File: config.mk
export PLATFORM = sky130hd
export DESIGN_NAME = stack_sequencer_flat
export DESIGN_NICKNAME = d
export VERILOG_FILES = /design/src/rtl/stack_sequencer_if.sv /design/src/rtl/stack_sequencer.sv /design/src/flat_wrapper.sv
export SDC_FILE = /design/constraint.sdc
export NUM_CORES = 1
export LEC_CHECK = 0
export CAP_MARGIN = 20
export CELL_PAD_IN_SITES_DETAIL_PLACEMENT = 0
export CELL_PAD_IN_SITES_GLOBAL_PLACEMENT = 2
export CORE_MARGIN = 1
export CORE_UTILIZATION = 26
export CTS_CLUSTER_SIZE = 24
export DETAILED_ROUTE_END_ITERATION = 12
export PLACE_DENSITY = 0.82
export SLEW_MARGIN = 25
export SYNTH_ARGS = -nofsm -noshare
export SYNTH_HDL_FRONTEND = slang
export SYNTH_SLANG_ARGS = --single-unit
File: constraint.sdc
create_clock -name clk -period 2.8 [get_ports clk]
set_clock_uncertainty 0.15 [all_clocks]
set_input_delay 0.28 -clock clk [delete_from_list [all_inputs] [get_ports clk]]
set_output_delay 0.28 -clock clk [all_outputs]
set_load 0.05 [all_outputs]
File: src/rtl/stack_sequencer_if.sv
// -----------------------------------------------------------------------------
// stack_sequencer_if
//
// Bundle of every non-clock/non-reset signal of stack_sequencer.
//
// Handshakes:
//   op_valid/op_ready : an op transfers on the rising edge where both are 1.
//     The requester holds op_valid, op_code, push_pc and push_flags stable
//     until that edge. op_valid seen while op_ready is 0 is ignored, not queued.
//   mem_req/mem_gnt   : an access completes on the rising edge where both are
//     1. mem_we, mem_addr and mem_wdata stay stable from the first cycle of
//     mem_req until that edge. Read data is returned on mem_rdata in the cycle
//     after a granted read.
//
// Signal groups:
//   op side    : op_valid, op_code, op_ready, push_pc, push_flags
//   memory side: mem_req, mem_we, mem_addr, mem_wdata, mem_gnt, mem_rdata
//   results    : stall, sp, pc_out, pc_valid, flags_out, flags_valid, done
//   debug      : dbg_state (FSM state encoding), dbg_index (word index)
//
// Modports:
//   slave  : the sequencer itself
//   master : the environment that issues ops and serves memory
// -----------------------------------------------------------------------------
interface stack_sequencer_if;
  logic        op_valid;
  logic [1:0]  op_code;
  logic        op_ready;
  logic [31:0] push_pc;
  logic [2:0]  push_flags;

  logic        mem_req;
  logic        mem_we;
  logic [31:0] mem_addr;
  logic [15:0] mem_wdata;
  logic        mem_gnt;
  logic [15:0] mem_rdata;

  logic        stall;
  logic [31:0] sp;
  logic [31:0] pc_out;
  logic        pc_valid;
  logic [2:0]  flags_out;
  logic        flags_valid;
  logic        done;

  logic [2:0]  dbg_state;
  logic [1:0]  dbg_index;

  modport slave (
    input  op_valid, op_code, push_pc, push_flags, mem_gnt, mem_rdata,
    output op_ready, mem_req, mem_we, mem_addr, mem_wdata,
           stall, sp, pc_out, pc_valid, flags_out, flags_valid, done,
           dbg_state, dbg_index
  );

  modport master (
    output op_valid, op_code, push_pc, push_flags, mem_gnt, mem_rdata,
    input  op_ready, mem_req, mem_we, mem_addr, mem_wdata,
           stall, sp, pc_out, pc_valid, flags_out, flags_valid, done,
           dbg_state, dbg_index
  );
endinterface

File: src/rtl/stack_sequencer.sv
// -----------------------------------------------------------------------------
// stack_sequencer
//
// Multi-cycle controller that runs CALL / RET / INT / RTI stack traffic over a
// single 16-bit data-memory port. It owns the 32-bit stack pointer, splits
// each 32-bit PC into two 16-bit words, pushes/pops a 3-bit flag word for
// interrupts, stalls the front of the pipeline while busy, and hands the
// popped PC and flags back to fetch and the flag register.
//
// Stack discipline: SP points at the next free word. A push writes at SP and
// then decrements; a pop reads at SP+1 and then increments. All SP arithmetic
// wraps modulo 2^32.
//
// Ports:
//   clk   in  rising-edge clock
//   reset in  asynchronous, active-low reset
//   bus   slave modport of stack_sequencer_if (op handshake, memory port,
//         stall/sp/popped results, debug state)
//
// Op codes: 00 CALL, 01 RET, 10 INT, 11 RTI. Bit 0 set means a pop op.
//
// Word order on the stack:
//   CALL push : PC[31:16], PC[15:0]
//   INT  push : PC[31:16], PC[15:0], {13'b0, flags}
//   RET  pop  : PC[15:0], PC[31:16]
//   RTI  pop  : flags, PC[15:0], PC[31:16]
// -----------------------------------------------------------------------------
module stack_sequencer #(
  parameter logic [31:0] SP_RESET = 32'h0000_0FFF
) (
  input  logic               clk,
  input  logic               reset,
  stack_sequencer_if.slave   bus
);

  localparam logic [1:0] OP_CALL = 2'b00;
  localparam logic [1:0] OP_RET  = 2'b01;
  localparam logic [1:0] OP_INT  = 2'b10;
  localparam logic [1:0] OP_RTI  = 2'b11;

  typedef enum logic [2:0] {
    S_IDLE     = 3'd0,
    S_PUSH     = 3'd1,
    S_POP_REQ  = 3'd2,
    S_POP_WAIT = 3'd3,
    S_DONE     = 3'd4
  } state_t;

  state_t      state;
  state_t      next_state;

  // Latched op context, held for the whole sequence.
  logic [1:0]  op_q;
  logic [31:0] pc_q;
  logic [2:0]  flags_q;
  logic [1:0]  idx;

  logic [31:0] sp_q;
  logic [31:0] pc_out_q;
  logic [2:0]  flags_out_q;
  logic        done_q;
  logic        pc_valid_q;
  logic        flags_valid_q;

  logic        accept;
  logic        last_word;
  logic [1:0]  last_idx;
  logic [15:0] push_word;
  logic [1:0]  pop_slot;
  logic [31:0] sp_plus_one;

  assign accept      = bus.op_valid && (state == S_IDLE);
  assign sp_plus_one = sp_q + 32'd1;

  // CALL and RET move two words; INT and RTI move three.
  assign last_idx  = ((op_q == OP_CALL) || (op_q == OP_RET)) ? 2'd1 : 2'd2;
  assign last_word = (idx == last_idx);

  // Push word selected by index. The same order serves CALL and INT; CALL
  // simply never reaches index 2.
  always_comb begin
    push_word = 16'h0000;
    case (idx)
      2'd0:    push_word = pc_q[31:16];
      2'd1:    push_word = pc_q[15:0];
      default: push_word = {13'b0, flags_q};
    endcase
  end

  // Destination of a popped word: 0 = flags, 1 = PC low, 2 = PC high.
  // RTI pops flags first, so its index maps straight through; RET starts at
  // the PC low half, one slot further on.
  assign pop_slot = (op_q == OP_RTI) ? idx : (idx + 2'd1);

  // ---------------------------------------------------------------------------
  // FSM: state register
  // ---------------------------------------------------------------------------
  always_ff @(posedge clk or negedge reset) begin
    if (!reset) begin
      state <= S_IDLE;
    end else begin
      state <= next_state;
    end
  end

  // ---------------------------------------------------------------------------
  // FSM: next-state logic
  // ---------------------------------------------------------------------------
  always_comb begin
    next_state = state;
    case (state)
      S_IDLE: begin
        if (accept) begin
          next_state = bus.op_code[0] ? S_POP_REQ : S_PUSH;
        end
      end
      S_PUSH: begin
        if (bus.mem_gnt && last_word) begin
          next_state = S_DONE;
        end
      end
      S_POP_REQ: begin
        if (bus.mem_gnt) begin
          next_state = S_POP_WAIT;
        end
      end
      S_POP_WAIT: begin
        next_state = last_word ? S_DONE : S_POP_REQ;
      end
      S_DONE: begin
        next_state = S_IDLE;
      end
      default: begin
        next_state = S_IDLE;
      end
    endcase
  end

  // ---------------------------------------------------------------------------
  // FSM: outputs decoded from the current state. Because addr/we/wdata depend
  // only on registered state, SP and index, a request stays stable until its
  // grant edge.
  // ---------------------------------------------------------------------------
  always_comb begin
    bus.op_ready  = 1'b0;
    bus.stall     = 1'b1;
    bus.mem_req   = 1'b0;
    bus.mem_we    = 1'b0;
    bus.mem_addr  = sp_q;
    bus.mem_wdata = 16'h0000;
    case (state)
      S_IDLE: begin
        bus.op_ready = 1'b1;
        bus.stall    = 1'b0;
      end
      S_PUSH: begin
        bus.mem_req   = 1'b1;
        bus.mem_we    = 1'b1;
        bus.mem_wdata = push_word;
      end
      S_POP_REQ: begin
        bus.mem_req  = 1'b1;
        bus.mem_addr = sp_plus_one;
      end
      default: begin
      end
    endcase
  end

  // ---------------------------------------------------------------------------
  // Datapath: op context, stack pointer, popped results and status pulses.
  // An asynchronous reset mid-op drops the sequence and restores SP; words
  // already pushed remain in memory.
  // ---------------------------------------------------------------------------
  always_ff @(posedge clk or negedge reset) begin
    if (!reset) begin
      op_q          <= OP_CALL;
      pc_q          <= 32'h0;
      flags_q       <= 3'b0;
      idx           <= 2'd0;
      sp_q          <= SP_RESET;
      pc_out_q      <= 32'h0;
      flags_out_q   <= 3'b0;
      done_q        <= 1'b0;
      pc_valid_q    <= 1'b0;
      flags_valid_q <= 1'b0;
    end else begin
      // Pulses are registered so they are high exactly while in DONE.
      done_q        <= (next_state == S_DONE);
      pc_valid_q    <= (next_state == S_DONE) && op_q[0];
      flags_valid_q <= (next_state == S_DONE) && (op_q == OP_RTI);

      case (state)
        S_IDLE: begin
          if (accept) begin
            op_q    <= bus.op_code;
            pc_q    <= bus.push_pc;
            flags_q <= bus.push_flags;
            idx     <= 2'd0;
          end
        end
        S_PUSH: begin
          if (bus.mem_gnt) begin
            sp_q <= sp_q - 32'd1;
            idx  <= idx + 2'd1;
          end
        end
        S_POP_REQ: begin
          if (bus.mem_gnt) begin
            sp_q <= sp_plus_one;
          end
        end
        S_POP_WAIT: begin
          case (pop_slot)
            2'd0:    flags_out_q     <= bus.mem_rdata[2:0];
            2'd1:    pc_out_q[15:0]  <= bus.mem_rdata;
            default: pc_out_q[31:16] <= bus.mem_rdata;
          endcase
          idx <= idx + 2'd1;
        end
        default: begin
        end
      endcase
    end
  end

  assign bus.sp          = sp_q;
  assign bus.pc_out      = pc_out_q;
  assign bus.flags_out   = flags_out_q;
  assign bus.done        = done_q;
  assign bus.pc_valid    = pc_valid_q;
  assign bus.flags_valid = flags_valid_q;
  assign bus.dbg_state   = state;
  assign bus.dbg_index   = idx;

endmodule

File: src/flat_wrapper.sv
// flat-port wrapper written by rule: the top's interface ports become plain ports
module stack_sequencer_flat 
#(
  parameter logic [31:0] SP_RESET = 32'h0000_0FFF
)
  (clk, reset, bus_op_valid, bus_op_code, bus_push_pc, bus_push_flags, bus_mem_gnt, bus_mem_rdata, bus_op_ready, bus_mem_req, bus_mem_we, bus_mem_addr, bus_mem_wdata, bus_stall, bus_sp, bus_pc_out, bus_pc_valid, bus_flags_out, bus_flags_valid, bus_done, bus_dbg_state, bus_dbg_index);
  stack_sequencer_if bus_i ();
  input  logic clk;
  input  logic reset;
  input wire logic [$bits(bus_i.op_valid)-1:0] bus_op_valid;
  input wire logic [$bits(bus_i.op_code)-1:0] bus_op_code;
  input wire logic [$bits(bus_i.push_pc)-1:0] bus_push_pc;
  input wire logic [$bits(bus_i.push_flags)-1:0] bus_push_flags;
  input wire logic [$bits(bus_i.mem_gnt)-1:0] bus_mem_gnt;
  input wire logic [$bits(bus_i.mem_rdata)-1:0] bus_mem_rdata;
  output wire logic [$bits(bus_i.op_ready)-1:0] bus_op_ready;
  output wire logic [$bits(bus_i.mem_req)-1:0] bus_mem_req;
  output wire logic [$bits(bus_i.mem_we)-1:0] bus_mem_we;
  output wire logic [$bits(bus_i.mem_addr)-1:0] bus_mem_addr;
  output wire logic [$bits(bus_i.mem_wdata)-1:0] bus_mem_wdata;
  output wire logic [$bits(bus_i.stall)-1:0] bus_stall;
  output wire logic [$bits(bus_i.sp)-1:0] bus_sp;
  output wire logic [$bits(bus_i.pc_out)-1:0] bus_pc_out;
  output wire logic [$bits(bus_i.pc_valid)-1:0] bus_pc_valid;
  output wire logic [$bits(bus_i.flags_out)-1:0] bus_flags_out;
  output wire logic [$bits(bus_i.flags_valid)-1:0] bus_flags_valid;
  output wire logic [$bits(bus_i.done)-1:0] bus_done;
  output wire logic [$bits(bus_i.dbg_state)-1:0] bus_dbg_state;
  output wire logic [$bits(bus_i.dbg_index)-1:0] bus_dbg_index;
  assign bus_i.op_valid = bus_op_valid;
  assign bus_i.op_code = bus_op_code;
  assign bus_i.push_pc = bus_push_pc;
  assign bus_i.push_flags = bus_push_flags;
  assign bus_i.mem_gnt = bus_mem_gnt;
  assign bus_i.mem_rdata = bus_mem_rdata;
  assign bus_op_ready = bus_i.op_ready;
  assign bus_mem_req = bus_i.mem_req;
  assign bus_mem_we = bus_i.mem_we;
  assign bus_mem_addr = bus_i.mem_addr;
  assign bus_mem_wdata = bus_i.mem_wdata;
  assign bus_stall = bus_i.stall;
  assign bus_sp = bus_i.sp;
  assign bus_pc_out = bus_i.pc_out;
  assign bus_pc_valid = bus_i.pc_valid;
  assign bus_flags_out = bus_i.flags_out;
  assign bus_flags_valid = bus_i.flags_valid;
  assign bus_done = bus_i.done;
  assign bus_dbg_state = bus_i.dbg_state;
  assign bus_dbg_index = bus_i.dbg_index;
  stack_sequencer #(.SP_RESET(SP_RESET)) u_core (.clk(clk), .reset(reset), .bus(bus_i));
endmodule
==> results.sh <==
export IMPL_reg2regPathDepth=6
export IMPL_finalWorstSetupSlack_ns=0.00928
export IMPL_min_period_ns=2.79
export IMPL_setup_viol=0
export IMPL_core_area_um2=21300
export IMPL_final_util_pct=46.3
export IMPL_fmax_mhz=358
export IMPL_cp_start_kind="register"
export IMPL_drc=0
export IMPL_cts_root_buf="clkbuf_16"
export IMPL_internal_power_mw=6.57
export IMPL_cp_arrival_ns=2.36
export IMPL_die_w_um=150
export IMPL_synthCells=526
export IMPL_report_final_slew_viol_count=0
export IMPL_min_period_over_period_pct=99.7
export IMPL_grt_max_degree=47
export IMPL_drt_wl_total_mm=17.6
export IMPL_vias=5029
export IMPL_synth_top_area_share_pct=43.9
export IMPL_grt_usage_pct=15.9
export IMPL_clkPwrFrac_pct=10.3
export IMPL_synthArstFlopShare_pct=100
export IMPL_synth_top_area_cell="dfrtp_1"
export IMPL_synthTopCellsByArea="dfrtp_1, mux2_2, dfstp_2, xnor2_1, xor2_1"
export IMPL_power_density_nw_per_um2=1290
export IMPL_power_switching_mw=6.10
export IMPL_synth_nets=589
export IMPL_hold_viol=0
export IMPL_r2r_start="u_core.bus.sp[3]$_DFFE_PN1P_"
export IMPL_ys_seq_area_share_pct=49.4
export IMPL_drive_above_1_share_pct=40.4
export IMPL_netlist_top_cells_count="dfrtp_1, mux2_2, nor2_1"
export IMPL_synth_cell_types=43
export IMPL_io_buffers=183
export IMPL_setup_tns_final_ns=0
export IMPL_cts_buffers=9
export IMPL_r2r_slack_ns=0.05
export IMPL_clock_latency_ns=0.36
export IMPL_pre_cts_slack_ns=-0.0122
export IMPL_clockBufferDepth=2
export IMPL_rsz0062_at_grt="true"
export IMPL_critPathRequiredTime_ns=2.37
export IMPL_cp_max_fo=6
export IMPL_design_area_um2=9850
export IMPL_status="finished, final reports clean"
export IMPL_dr_pass1_iters=4
export IMPL_wl_per_cell_um=16.7
export IMPL_h_tree_depth=3
export IMPL_syn_avg_cell_area_um2=10.8
export IMPL_seq_power_share_pct=23.6
export IMPL_yosysMostFrequentCell="dfrtp_1"
export IMPL_ys_flop_type="dfrtp_1"
export IMPL_holdCritPathClass="in2async"
export IMPL_slew_headroom_pct=59.7
export IMPL_p_comb_share_pct=66.1
export IMPL_synth_edf_count=0
export IMPL_cts_sinks=112
export IMPL_initial_core_util_pct=26.8
export IMPL_overflow=0
export IMPL_ios=184
export IMPL_finalNetCount=836
export IMPL_drt_iter0_drc=147
export IMPL_cts_tree="yes"
export IMPL_die_area_um2=22500
export IMPL_worst_pin_slew_ns=0.605
export IMPL_core_rowCount=53
export IMPL_crit_path_end_kind="primary output"
export IMPL_clkSlewWorstSetupHoldPaths_ns=0.08
export IMPL_ant_nets=0
export IMPL_postPlaceCellArea_um2=9110
export IMPL_grt_pass1_wl_mm=27.5
export IMPL_hpwl_mm=13.1
export IMPL_grt_pass1_vias=5165
export IMPL_gp_congestion=0.830
export IMPL_swShare_pct=48.2
export IMPL_diodes=0
export IMPL_r2r_end="u_core.bus.sp[25]$_DFFE_PN0P_"
export IMPL_ys_ff_latch=112
export IMPL_yosys_warnings=0
export IMPL_leakagePower_nw=4.10
export IMPL_crit_type="reg2out"
export IMPL_vdd_drop_max_mv=0.546
export IMPL_synth_area_um2=5710
export IMPL_area_delta_synth_final_pct=72.7
export IMPL_avgViaCountPerCell=4.78
export IMPL_die_h_um=150
export IMPL_drv_cap=0
export IMPL_antenna_found_initial=0
## power groups by stage
stage | clock, mW | combinational (mW) | sequential (mW)
finish | 1.30 | 8.37 | 2.99
global route | 1.42 | 8.81 | 3.10
CTS | 1.36 | 8.21 | 3.01
detailed placement | 0 | 8.09 | 3.04
global placement | 0 | 8.02 | 3.01
floorplan | 0 | 3.36 | 4.62
## critical path, stage by stage, from the launching register on
cell     delay, ns
dfstp_2       0.56
buf_6         0.10
nand4_1       0.12
or2_4         0.31
nor4_4        0.30
nand4_1       0.15
buf_6         0.17
xnor2_4       0.15
buf_12        0.15
## sequential cells by signal (all words and copies together), names as in the netlist, 2 cells and up
| signal | flops |
|---|---|
| u_core.bus.pc_out | 32 |
| u_core.bus.sp | 32 |
| u_core.pc_q | 32 |
| u_core.bus.dbg_state | 3 |
| u_core.bus.flags_out | 3 |
| u_core.flags_q | 3 |
| u_core.bus.dbg_index | 2 |
| u_core.op_q | 2 |
## layout by cell type, fill, tap and decap left out, drive strengths merged, types with 5 or more instances in the layout
cell type / netlist / final
a21oi: 13 / 13
nand4: 9 / 9
nor2: 31 / 31
nand2: 27 / 27
nor4: 9 / 9
or4: 5 / 5
a22oi: 16 / 16
buf: 6 / 139
clkbuf: 30 / 9
xor2: 30 / 30
inv: 11 / 16
xnor2: 30 / 30
mux2: 72 / 72
nor3: 17 / 17
dfrtp: 100 / 100
o21ai: 24 / 24
nand3: 17 / 17
or3: 13 / 13
and3: 11 / 11
clkdlybuf4s50: 0 / 132
ha: 6 / 6
dfstp: 12 / 12
and4: 5 / 5
## layer usage
metal | GRT usage (%) | up-vias | part of all wire (%) | wire length (um)
li1 | - | 2345 | - | -
met1 | 19.3 | 2501 | 41 | 7250
met2 | 27.3 | 163 | 51 | 9040
met3 | 3.88 | 20 | 5.8 | 1030
met4 | 5.71 | 0 | 1.6 | 274
met5 | 0 | - | 0 | 0
## stage by stage
| step | cells | hold slack [ns] | power (mW) |
|---|---|---|---|
| 2_1_floorplan | 526 | -0.166 | 7.98 |
| 3_3_place_gp | 1003 | 0.168 | 11.0 |
| 3_5_place_dp | 1003 | 0.180 | 11.1 |
| 4_1_cts | 1032 | 0.336 | 12.6 |
| 5_1_grt | 1053 | 0.357 | 13.3 |
| 6_report | 1053 | 0.306 | 12.7 |
## how the worst max path moves through the flow
| stage | startpoint | endpoint | slack, ns | cells past startpoint |
|---|---|---|---|---|
| finish | u_core.bus.sp[6]$_DFFE_PN1P_ | bus_mem_addr[28] | 0.009 | 8 |
| global route | u_core.bus.sp[6]$_DFFE_PN1P_ | bus_mem_addr[28] | -0.08 | 8 |
| CTS | u_core.bus.dbg_state[2]$_DFF_PN0_ | bus_mem_addr[28] | -0.07 | 9 |
| detailed placement | u_core.bus.sp[6]$_DFFE_PN1P_ | u_core.bus.sp[25]$_DFFE_PN0P_ | -0.01 | 6 |
| global placement | u_core.bus.sp[6]$_DFFE_PN1P_ | u_core.bus.sp[25]$_DFFE_PN0P_ | 0.02 | 6 |
| floorplan | u_core.bus.sp[4]$_DFFE_PN1P_ | u_core.bus.sp[25]$_DFFE_PN0P_ | -0.18 | 8 |
## cell type report
| class | count | area [um2] |
|---|---|---|
| Clock buffer | 9 | 225 |
| Multi-Input combinational cell | 367 | 3320 |
| Timing Repair Buffer | 272 | 3030 |
| Fill cell | 1955 | 11400 |
| Tap cell | 275 | 344 |
| Sequential cell | 112 | 2820 |
| Clock inverter | 7 | 70.1 |
| Inverter | 11 | 41.3 |
## kinds of logic after synthesis
kind of cell | count (synthesis) | synth area share, %
flops | 112 | 49.4
xor+xnor | 60 | 9.21
mux | 72 | 14.2
simple gates | 162 | 15.2
buf+inv | 47 | 3.27
fa+ha+maj | 6 | 1.32
compound gates | 67 | 7.39
## repair_timing
action / in CTS / in global routing
endpoints found under the hold margin: 38 / 0
hold buffers: 1 / 0
pin swaps: 9 / 20
resized for setup: 16 / 32
setup buffers: 12 / 21
endpoints found under the setup margin: 29 / 31
Note: power is estimated with default switching activity, not from simulation.
==> RTL change (same flow settings) <==
Make the reset (`reset`) synchronous in 2 clocked blocks. Comments in the files are not updated.
--- a/src/rtl/stack_sequencer.sv
+++ b/src/rtl/stack_sequencer.sv
@@ -95,7 +95,7 @@
   // ---------------------------------------------------------------------------
   // FSM: state register
   // ---------------------------------------------------------------------------
-  always_ff @(posedge clk or negedge reset) begin
+  always_ff @(posedge clk) begin
     if (!reset) begin
       state <= S_IDLE;
     end else begin
@@ -172,7 +172,7 @@
   // An asynchronous reset mid-op drops the sequence and restores SP; words
   // already pushed remain in memory.
   // ---------------------------------------------------------------------------
-  always_ff @(posedge clk or negedge reset) begin
+  always_ff @(posedge clk) begin
     if (!reset) begin
       op_q          <= OP_CALL;
       pc_q          <= 32'h0;
Behaviour: differs if reset is asserted again (counterexample within 4 cycles, from zero or initial values and one cycle with reset low); with reset held inactive, the same outputs for 4 cycles.
==> RTL change against the original RTL <==
- routed wire length grew 21%
- highest routed layer unchanged
- final area shrank 0.30%
- die area grew 9.5%
- final cell count grew 23%
- synthesized area grew 9.6%
- sequential cell count is the same
- setup slack gained 31 ps
Power is not compared: it rests on default switching activity, and its combinational part moved more than twofold at a synthesized area within 25%.
==> RTL change: results (changes against the original RTL) <==
Setup path
  • Worst reg2reg setup slack: 300 ps (+250 ps)
  • R2r startpoint: u_core.bus.sp[20]
  • Crit path DAT: 2330 ps (-30 ps)
  • Worst Setup SP: u_core.bus.sp[12]
  • CP Max Fanout: 12 (+6)
  • Crit path to: bus_mem_addr[30]
  • Reg-to-Reg End: u_core.bus.sp[30]

Power and ir drop
  • Combinational cell power: 1.15 mW
  • Pwr Total: 4.23 mW
  • Int Pwr: 2.78 mW

GRT
  • M2 GR Usage: 29.8% (+2.5 points)
  • First-pass GRT wire length: 33.7 mm (+23%)
  • Met1 usage: 21.9% (+2.7 points)
  • Antenna violations before repair: 1 (+1)
  • GRT Total Usage: 17.7% (+1.8 points)
  • Number of global-route vias before repair: 5944 (+15%)
  • Largest net degree at the start of global routing: 75 (+60%)
  • Met3 usage: 5.48% (+1.6 points)

Yosys
  • Compound-Gate Fraction of Synth Area: 13.4% (+6.0 points)
  • Synth Net Count: 838 (+42%)
  • Asr flop ratio synth: 0% (-100 points)
  • Ys flop type: dfxtp_1
  • Yosys warns: 0 (unchanged)
  • Synth Area in XOR/XNOR: 6.72% (-2.5 points)
  • Synth unique cells: 66 (+53%)
  • Mux cell area share after synthesis: 6.24% (-8.0 points)
  • Syn avg cell area: 8.07 um^2 (-26%)
  • Seq/Total Area, Yosys: 35.9% (-14 points)
  • Largest cells by area after synthesis: dfxtp_1 36%, nand2_1 7.5%, mux2i_1 6.2%
  • Post-synth top cells: 125 x nand2_1, 112 x dfxtp_1, 44 x nor2_1
  • Fraction of the mapped netlist area in adder cells: 1.20% (-0.12 points)

Clock network
  • Clk sink count: 112 (unchanged)
  • H-tree level count: 3 (unchanged)
  • Cells resized by post-CTS repair: 15 (-1)
  • Post-CTS setup buffer count: 4 (-8)
  • Worst-path clk slew: 90 ps

Finish
  • Buffer share of cell area: 28.8% (-1.9 points)
  • Fillcell total: 2434 (+25%)
  • Clk cell area share: 3.13% (+0.14 points)
  • Multi-input logic area: 3950 um^2 (+19%)
  • Nets: 1029 (+23%)
  • Register fraction of the total cell area: 23.1% (-5.5 points)
  • Non-CTS buffers: 246 (-9.6%)
  • Layout Cells excl Fill: 1290 (+23%)
  • Signal inverters: 16 (+5)
  • Comb_multi_in: 581 (+58%)
  • Share of layout cells above drive strength 1: 21.7% (-19 points)

Routing
  • Max layer used: met4
  • Met2 wire length: 10.2 mm (+13%)
  • Metal1 wirelength: 9.11 mm (+26%)
  • Met3 WL: 1.74 mm (+69%)
  • Routed WL: 21.3 mm (+21%)
  • Drt pass-1 iters: 5 (+1)
  • Via count: 6095 (+21%)
  • Starting DRT DRC Count: 290 (+97%)

Min path
  • Tightest Hold Check Type: input pin to flip-flop

Placed design
  • Placer Congestion: 0.860 (+3.6%)
  • HPWL Detailed: 15.6 mm (+19%)

Run status
  • Outcome: complete, no violations

STA
  • Slew Limit Headroom: 51.8% (-7.8 points)
[RTL change: worst max-delay path: stages (launching register included)]
cell and delay [ps]:
dfxtp_4 430, and4_4 250, nand4_1 190, buf_4 200
or4_4 540, xnor2_4 200, buf_12 160
[RTL change: cell families after synthesis]
| group | after synthesis |
|---|---|
| XOR/XNOR | 48 |
| AO/OA/AOI/OAI | 126 |
| AND/OR/NAND/NOR | 362 |
| multiplexers | 39 |
| flip-flops | 112 |
| buffers and inverters | 82 |
| adder cells (fa/ha/maj) | 6 |
[RTL change: metrics by stage]
step / utilization [%] / setup slack (ps) / cell area [um^2] / hold WS, ps / setup TNS, ps
final: 41.7 / 40.1 / 9820 / 249 / 0
after global routing: 41.7 / -56.7 / 9820 / 252 / -63.5
after CTS: 41.2 / -111 / 9700 / 220 / -111
after detailed placement: 39.5 / 135 / 9300 / 309 / 0
after global placement: 39.5 / 98.0 / 9300 / 304 / 0
after floorplan: - / -173 / 6510 / 275 / -269
